--- src/rtl/image_ram_pkg.sv ---
// Shared types and default sizes for the image RAM arbiter and its helpers.
package image_ram_pkg;

   localparam int IMG_ADDR_W = 14;
   localparam int IMG_DATA_W = 24;
   localparam int IMG_DEPTH  = 16384;

   typedef enum logic [1:0] {S_IDLE, S_FILL, S_READY} arb_state_e;
   typedef enum logic [1:0] {GNT_NONE, GNT_WR, GNT_RD} grant_e;

endpackage

--- src/rtl/image_ram_arbiter_rd_valid_pipe.sv ---
// Delays read-accept tokens by the RAM read latency so the valid strobe lines up with q.
module rd_valid_pipe #(
   parameter int LAT = 1
) (
   input  logic clk_i,
   input  logic rst_ni,
   input  logic tok_i,
   output logic tok_o
);

   logic [LAT-1:0] tok_q;

   always_ff @(posedge clk_i or negedge rst_ni) begin
      if (!rst_ni) begin
         tok_q <= '0;
      end else begin
         tok_q[0] <= tok_i;
         for (int i = 1; i < LAT; i++) begin
            tok_q[i] <= tok_q[i-1];
         end
      end
   end

   assign tok_o = tok_q[LAT-1];

endmodule

--- src/rtl/image_ram_arbiter.sv ---
// Shares one single-port image RAM between an auto-addressed frame write stream
// and a random-access reader, alternating grants when both compete.
module image_ram_arbiter
   import image_ram_pkg::*;
#(
   parameter int ADDR_W = IMG_ADDR_W,
   parameter int DATA_W = IMG_DATA_W,
   parameter int DEPTH  = IMG_DEPTH,
   parameter int RD_LAT = 1
) (
   input  logic              i_clk,
   input  logic              i_rst_n,
   input  logic              i_start,
   input  logic              i_wr_valid,
   input  logic [DATA_W-1:0] i_wr_data,
   output logic              o_wr_ready,
   input  logic              i_rd_valid,
   input  logic [ADDR_W-1:0] i_rd_addr,
   output logic              o_rd_ready,
   output logic [DATA_W-1:0] o_rd_data,
   output logic              o_rd_data_valid,
   output logic              o_busy,
   output logic              o_frame_done,
   output logic [ADDR_W-1:0] o_ram_addr,
   output logic [DATA_W-1:0] o_ram_data,
   output logic              o_ram_wren,
   input  logic [DATA_W-1:0] i_ram_q
);

   localparam logic [ADDR_W-1:0] LAST_PTR = ADDR_W'(DEPTH - 1);

   arb_state_e        state_q, state_d;
   logic [ADDR_W-1:0] ptr_q, ptr_d;
   grant_e            last_grant_q, last_grant_d;
   grant_e            grant;
   logic              frame_done_q, frame_done_d;
   logic              filling;
   logic              contested;
   logic              wr_acc;
   logic              rd_acc;
   logic              last_wr;

   assign filling   = (state_q == S_FILL);
   assign contested = filling && i_wr_valid && i_rd_valid;

   // Readiness looks only at the opposite side's valid, so a requester's own
   // valid never feeds back into its ready.
   assign o_wr_ready = filling && (!i_rd_valid || (last_grant_q == GNT_RD));
   assign o_rd_ready = !filling || !i_wr_valid || (last_grant_q == GNT_WR);

   assign wr_acc  = i_wr_valid && o_wr_ready;
   assign rd_acc  = i_rd_valid && o_rd_ready;
   assign last_wr = wr_acc && (ptr_q == LAST_PTR);

   always_comb begin
      grant = GNT_NONE;
      if (wr_acc) begin
         grant = GNT_WR;
      end else if (rd_acc) begin
         grant = GNT_RD;
      end
   end

   always_comb begin
      last_grant_d = last_grant_q;
      if (contested) begin
         last_grant_d = grant;
      end
   end

   always_comb begin
      ptr_d = ptr_q;
      if (i_start) begin
         ptr_d = '0;
      end else if (wr_acc) begin
         ptr_d = last_wr ? '0 : ptr_q + ADDR_W'(1);
      end
   end

   // A restart landing on the final write cancels the completion pulse.
   assign frame_done_d = last_wr && !i_start;

   always_ff @(posedge i_clk or negedge i_rst_n) begin
      if (!i_rst_n) begin
         state_q <= S_IDLE;
      end else begin
         state_q <= state_d;
      end
   end

   always_comb begin
      state_d = state_q;
      unique case (state_q)
         S_IDLE:  if (i_start) state_d = S_FILL;
         S_FILL: begin
            if (i_start) begin
               state_d = S_FILL;
            end else if (last_wr) begin
               state_d = S_READY;
            end
         end
         S_READY: if (i_start) state_d = S_FILL;
         default: state_d = S_IDLE;
      endcase
   end

   always_comb begin
      o_busy     = filling;
      o_ram_wren = (grant == GNT_WR);
      o_ram_addr = (grant == GNT_RD) ? i_rd_addr : ptr_q;
   end

   always_ff @(posedge i_clk or negedge i_rst_n) begin
      if (!i_rst_n) begin
         ptr_q        <= '0;
         last_grant_q <= GNT_RD;
         frame_done_q <= 1'b0;
      end else begin
         ptr_q        <= ptr_d;
         last_grant_q <= last_grant_d;
         frame_done_q <= frame_done_d;
      end
   end

   assign o_frame_done = frame_done_q;
   assign o_ram_data   = i_wr_data;
   assign o_rd_data    = i_ram_q;

   rd_valid_pipe #(
      .LAT(RD_LAT)
   ) u_rd_valid_pipe (
      .clk_i (i_clk),
      .rst_ni(i_rst_n),
      .tok_i (rd_acc),
      .tok_o (o_rd_data_valid)
   );

endmodule

--- config.mk ---
export PLATFORM = sky130hd
export DESIGN_NAME = image_ram_arbiter
export DESIGN_NICKNAME = d
export VERILOG_FILES = /design/src/rtl/image_ram_pkg.sv /design/src/rtl/image_ram_arbiter_rd_valid_pipe.sv /design/src/rtl/image_ram_arbiter.sv
export SDC_FILE = /design/constraint.sdc
export NUM_CORES = 1
export LEC_CHECK = 0
export BUFFER_PORTS_ARGS = -buffer_cell sky130_fd_sc_hd__clkbuf_2
export CAP_MARGIN = 15
export CORE_MARGIN = 2
export CORE_UTILIZATION = 34
export DETAILED_ROUTE_END_ITERATION = 12
export GPL_TIMING_DRIVEN = 0
export PLACE_DENSITY_LB_ADDON = 0.25
export SLEW_MARGIN = 20
export SYNTH_ARGS = -nofsm -noshare
export SYNTH_HDL_FRONTEND = slang
export SYNTH_HIERARCHICAL = 1
export SYNTH_SLANG_ARGS = --single-unit
--- constraint.sdc ---
create_clock -name i_clk -period 1.6 [get_ports i_clk]
set_clock_uncertainty 0.05 [all_clocks]
set_input_delay 0 -clock i_clk [delete_from_list [all_inputs] [get_ports i_clk]]
set_output_delay 0 -clock i_clk [all_outputs]
set_load 0.1 [all_outputs]
# After elaboration in Yosys (flattened, before gate mapping)
# Index checks and enable logic that the tools add are counted.
# word_totals
rom_bits	0
n_memories	0
output_inout_bits	68
register_bits	20
ram_bits	0
wordCells	43
in_bits	67
latchBits	0
# classes
add_sub_neg	1
n_lt_le_gt_ge	0
n_mux	10
n_reduce_logical	18
div_mod_pow	0
mul	0
eq_ne	9
n_shift	0
n_bitwise	0
# op_table
cell	n
$mux 14	4
$add 14x1->14 const B	1
$eq 14x14->1 const B	1
$mux 2	5
$logic_and 1x1->1	7
$eq 2x1->1 const B	3
$eq 2x2->1 const B	3
$logic_not 1->1	4
$pmux 2 s2	1
$logic_or 1x1->1	3
$ne 3x2->1 const B	1
$logic_not 2->1	1
$ne 2x1->1 const B	1
$reduce_and 2->1	1
$reduce_bool 2->1	1
$reduce_or 2->1	1

# Logic depth before layout (Yosys ltp)
# logic_depth
ltp_word	9
mapped_depth	6
mapped_depth_nobuf	6

# By module
# Netlist, hierarchy kept.
# modules_own_cells
module	cells_each	instances	area_each_um2	seq_area_each_um2
image_ram_arbiter	158	1	1512.7	476.7
rd_valid_pipe	1	1	25.0	25.0

# Worst setup path before layout
# OpenSTA, ideal clock, no wires.
# synth_timing
path_type	reg2out
startpoint	register state_q[1]
endpoint	output o_ram_addr[10]
path_stages_with_launch	6
t_arrival_ps	3572
setup_slack_ps	-2022
t_required_ps	1550
cell_sequence	dfrtp_1 nor2_2 nand3_1 nand2_2 buf_4 mux2_2
# synth_between
elab_chain_len	9
word_cells_on_any_way	11
classes_between	eq/ne: 2; mux: 3; reduce/logical: 6
# synth_lines
item	line_no	rtl
start: declaration	image_ram_arbiter.sv:32	arb_state_e state_q, state_d;
start signal: assignment	image_ram_arbiter.sv:87	state_q <= state_d;
$eq 2x1->1	image_ram_arbiter.sv:43	assign filling = (state_q == S_FILL);
via o_busy	image_ram_arbiter.sv:22	output logic o_busy,
$logic_not 1->1	image_ram_arbiter.sv:49	assign o_rd_ready = !filling || !i_wr_valid || (last_grant_q == GNT_WR);
$logic_or 1x1->1 (2 in a row)	image_ram_arbiter.sv:49	
via o_rd_ready	image_ram_arbiter.sv:19	output logic o_rd_ready,
$logic_and 1x1->1	image_ram_arbiter.sv:52	assign rd_acc = i_rd_valid && o_rd_ready;
$mux 2	image_ram_arbiter.sv:59	end else if (rd_acc) begin
$mux 2	image_ram_arbiter.sv:57	if (wr_acc) begin
$eq 2x2->1	image_ram_arbiter.sv:110	o_ram_addr = (grant == GNT_RD) ? i_rd_addr : ptr_q;
$mux 14	image_ram_arbiter.sv:110	
end: declaration	image_ram_arbiter.sv:24	output logic [ADDR_W-1:0] o_ram_addr,
# The timed path passes the listed nets, and every way through them passes these cells.

# Worst setup path after layout
# layout_timing
startpoint	register last_grant_q[1]
endpoint	output o_ram_addr[7]
# layout_between
elab_chain_len	7
word_cells_on_any_way	11
classes_between	eq/ne: 3; mux: 3; reduce/logical: 5
# layout_lines
item	line_no	rtl
start: declaration	image_ram_arbiter.sv:34	grant_e last_grant_q, last_grant_d;
start signal: assignment	image_ram_arbiter.sv:120	last_grant_q <= last_grant_d;
$eq 2x1->1 or $eq 2x2->1 (tied branches)	image_ram_arbiter.sv:49, image_ram_arbiter.sv:48	
$logic_or 1x1->1 (on tied branches)	image_ram_arbiter.sv:49, image_ram_arbiter.sv:48	
$logic_and 1x1->1 (on tied branches)	image_ram_arbiter.sv:52, image_ram_arbiter.sv:48	
$mux 2 or $logic_and 1x1->1 (tied branches)	image_ram_arbiter.sv:59, image_ram_arbiter.sv:51	
$mux 2 (*)	image_ram_arbiter.sv:57	
$eq 2x2->1 (*)	image_ram_arbiter.sv:110	
$mux 14 (*)	image_ram_arbiter.sv:110	
# Mark *: on every way between the ends. The rest lies on a longest branch, timed or not.

==> results.json <==
{
  "synth.most_common_cell": "buf_4",
  "period_share_pct": 115,
  "hold_path_class": "in -> reg",
  "antenna_cells": 0,
  "clkPwrFrac_pct": 18.4,
  "ir_drop_mv": 0.402,
  "dr.first_iter.drc_count": 59,
  "wl_um": 3730,
  "die_y_um": 71.3,
  "yosysWarnings": 6,
  "die_x_um": 71.3,
  "setup_viol": 30,
  "cts.sinks": 20,
  "synth_nets": 227,
  "port_buffers": 86,
  "min-delay-start": "i_wr_valid",
  "seqPwrFrac_pct": 24.8,
  "worstSetupEndpointType": "output pin",
  "hold_viol_final": 0,
  "wl_per_cell_um": 12.0,
  "multi_input_area_um2": 761,
  "layout-drive-gt1-share_pct": 71.2,
  "vias_per_cell": 4.56,
  "clkLatencyLatePin_ns": 0.26,
  "cts_root_buf": "clkbuf_8",
  "dpl.hpwl_um": 2750,
  "status": "finished with violations",
  "num_vias": 1423,
  "total_power_w": 0.00209,
  "grt_pass1_wl_um": 6130,
  "rows": 24,
  "fin_crit_ns": 1.83,
  "register_area_um2": 503,
  "nNetsFinal": 329,
  "cap_viol_max_count": 0,
  "tightest_slew_ns": 0.545,
  "cts_buffers": 3,
  "antenna_found_initial": 0,
  "yosysSeqAreaShare_pct": 32.6,
  "slew_headroom_pct": 63.9,
  "ys_top_cells_by_count": "50 x buf_4, 19 x dfrtp_1, 15 x mux2_2",
  "synthesis.area_um2": 1540,
  "worstPathRequired_ns": 1.55,
  "grt_pass1_vias": 1338,
  "violations": "negative setup slack",
  "critPathKind": "reg -> out",
  "start_util_pct": 35.3,
  "reg2reg_from": "last_grant_q[1]",
  "pwr-share-comb_pct": 56.8,
  "synth-seq-cells": 20,
  "grt.overflow.total": 0,
  "syn_to_final_growth_pct": 72.3,
  "setup_ws_ns": -0.235,
  "timing.fmax_mhz": 545,
  "drc_errors": 0,
  "netSwitchingFraction_pct": 48.9,
  "pin_count": 135,
  "synthArstFlopShare_pct": 100,
  "p_switching_w": 0.00102,
  "final.fill_count": 348,
  "ys_types": 33,
  "track_usage_pct": 14.7,
  "ant_nets": 0,
  "htreeDepth": 1,
  "fin_tns_setup_ns": -4.20,
  "whs_ns": 0.0355,
  "dpl_worst_slack_ns": -0.197,
  "core_um2": 4350,
  "dp.cells": 297,
  "yosysTopAreaCell": "dfrtp_1",
  "slew_viol_final": 0,
  "avgSynthCellArea_um2": 9.67,
  "synth_edf_count": 0,
  "rsz0062_at_grt": "yes",
  "synth_cells": 159,
  "fp.dieArea_um2": 5080,
  "timing.critical_path.fanout_max": 6,
  "startpoint": "last_grant_q[1]",
  "yosysTopAreaCellShare_pct": 30.9,
  "grt_max_degree": 21,
  "cts_tree": "built",
  "cp-start-kind": "register",
  "drt-pass1-iter-count": 4,
  "power_density_nw_per_um2": 787,
  "synth_flop_cell": "dfrtp_1",
  "internal_power_w": 0.00107,
  "p_leak_nw": 1.41,
  "final_cells": 312,
  "cp.arrival_ns": 1.78,
  "gp_congestion": 0.787,
  "clk_path_buf_depth": 2,
  "clk_pin_slew_worst_paths_ns": 0.07,
  "synthTopCellsByArea": "dfrtp_1 31%, buf_4 24%, mux2_2 11%"
}
[layout make-up]
class	instances	area share, %
repair buffers	97	32.1
multi-input cells	85	28.7
flip-flops and latches	20	19.0
plain buffers	52	15.4
well taps	52	2.46
clock buffers	4	2.08
inverters	2	0.283
[flip-flops by register name, summed over array words and instances, names as in the netlist]
name	flops
last_grant_q	2
u_rd_valid_pipe/tok_o	1
o_frame_done	1
state_q	2
ptr_q	14
[layer usage]
layer	track usage [%]	up-vias	wire length, um
met3	2.81	5	260
met5	0	-	0
met2	25.9	67	1940
met1	18.6	648	1480
li1	-	703	-
met4	3.35	0	51
[logic make-up after synthesis]
family	count (synthesis)	synth area share, %
buffers and inverters	54	25.4
AND/OR/NAND/NOR	37	13.2
AO/OA/AOI/OAI	21	10.7
flip-flops	20	32.6
multiplexers	16	11.6
XOR/XNOR	10	5.70
adder cells (fa/ha/maj)	1	0.814
[stage by stage]
step                      area [um2]  utilization (%)
after floorplan                 1620                -
after global placement          2110             48.6
after detailed placement        2110             48.6
after CTS                       2630             60.3
after global routing            2650             60.9
final                           2650             60.9
[timing repair]
action	CTS	global route
setup buffers	7	2
gates cloned	1	0
pin swaps	4	3
hold endpoints to repair	19	0
setup endpoints to repair	30	29
gates resized for setup	60	1
hold buffers	1	0
[final timing paths]
path                              endpoint  slack (ns)  cells after the start
max                          o_ram_addr[7]       -0.23                      6
min                        last_grant_q[1]        0.04                      3
max reg2reg                       ptr_q[1]       -0.10                      6
min reg2reg                      ptr_q[13]        0.45                      1
max in group asynchronous       state_q[1]        0.96                      2
min in group asynchronous        ptr_q[10]        0.18                      2
[power by group through the flow]
| stage | combinational [W] | clock (W) | sequential (W) |
|---|---|---|---|
| after floorplan | 0.000893 | 0 | 0.000541 |
| after global placement | 0.00103 | 0 | 0.000529 |
| after detailed placement | 0.00103 | 0 | 0.000529 |
| after CTS | 0.00118 | 0.000392 | 0.000517 |
| after global routing | 0.00122 | 0.000424 | 0.000518 |
| final | 0.00118 | 0.000384 | 0.000517 |
[critical path, stage by stage, from the launching register on]
cell	delay (ns)
dfstp_2	0.54
nand2b_4	0.13
nand3_4	0.10
nand2_8	0.11
buf_12	0.13
mux2_4	0.31
clkbuf_16	0.20
[cell usage in the layout, fill, tap and decap left out, drive strengths merged, types with 2 or more instances in the layout]
master   count
nand4        2
a22o         2
inv          2
nand2        4
and4         3
buf         61
nand2b       2
a21oi        3
dfrtp       19
a211oi       2
o211ai       3
o2111ai      3
nor2        15
o21ai        4
clkbuf      91
and3         5
nand3        4
a21o         2
xor2        10
mux2        15
(Power assumes the default switching activity.)
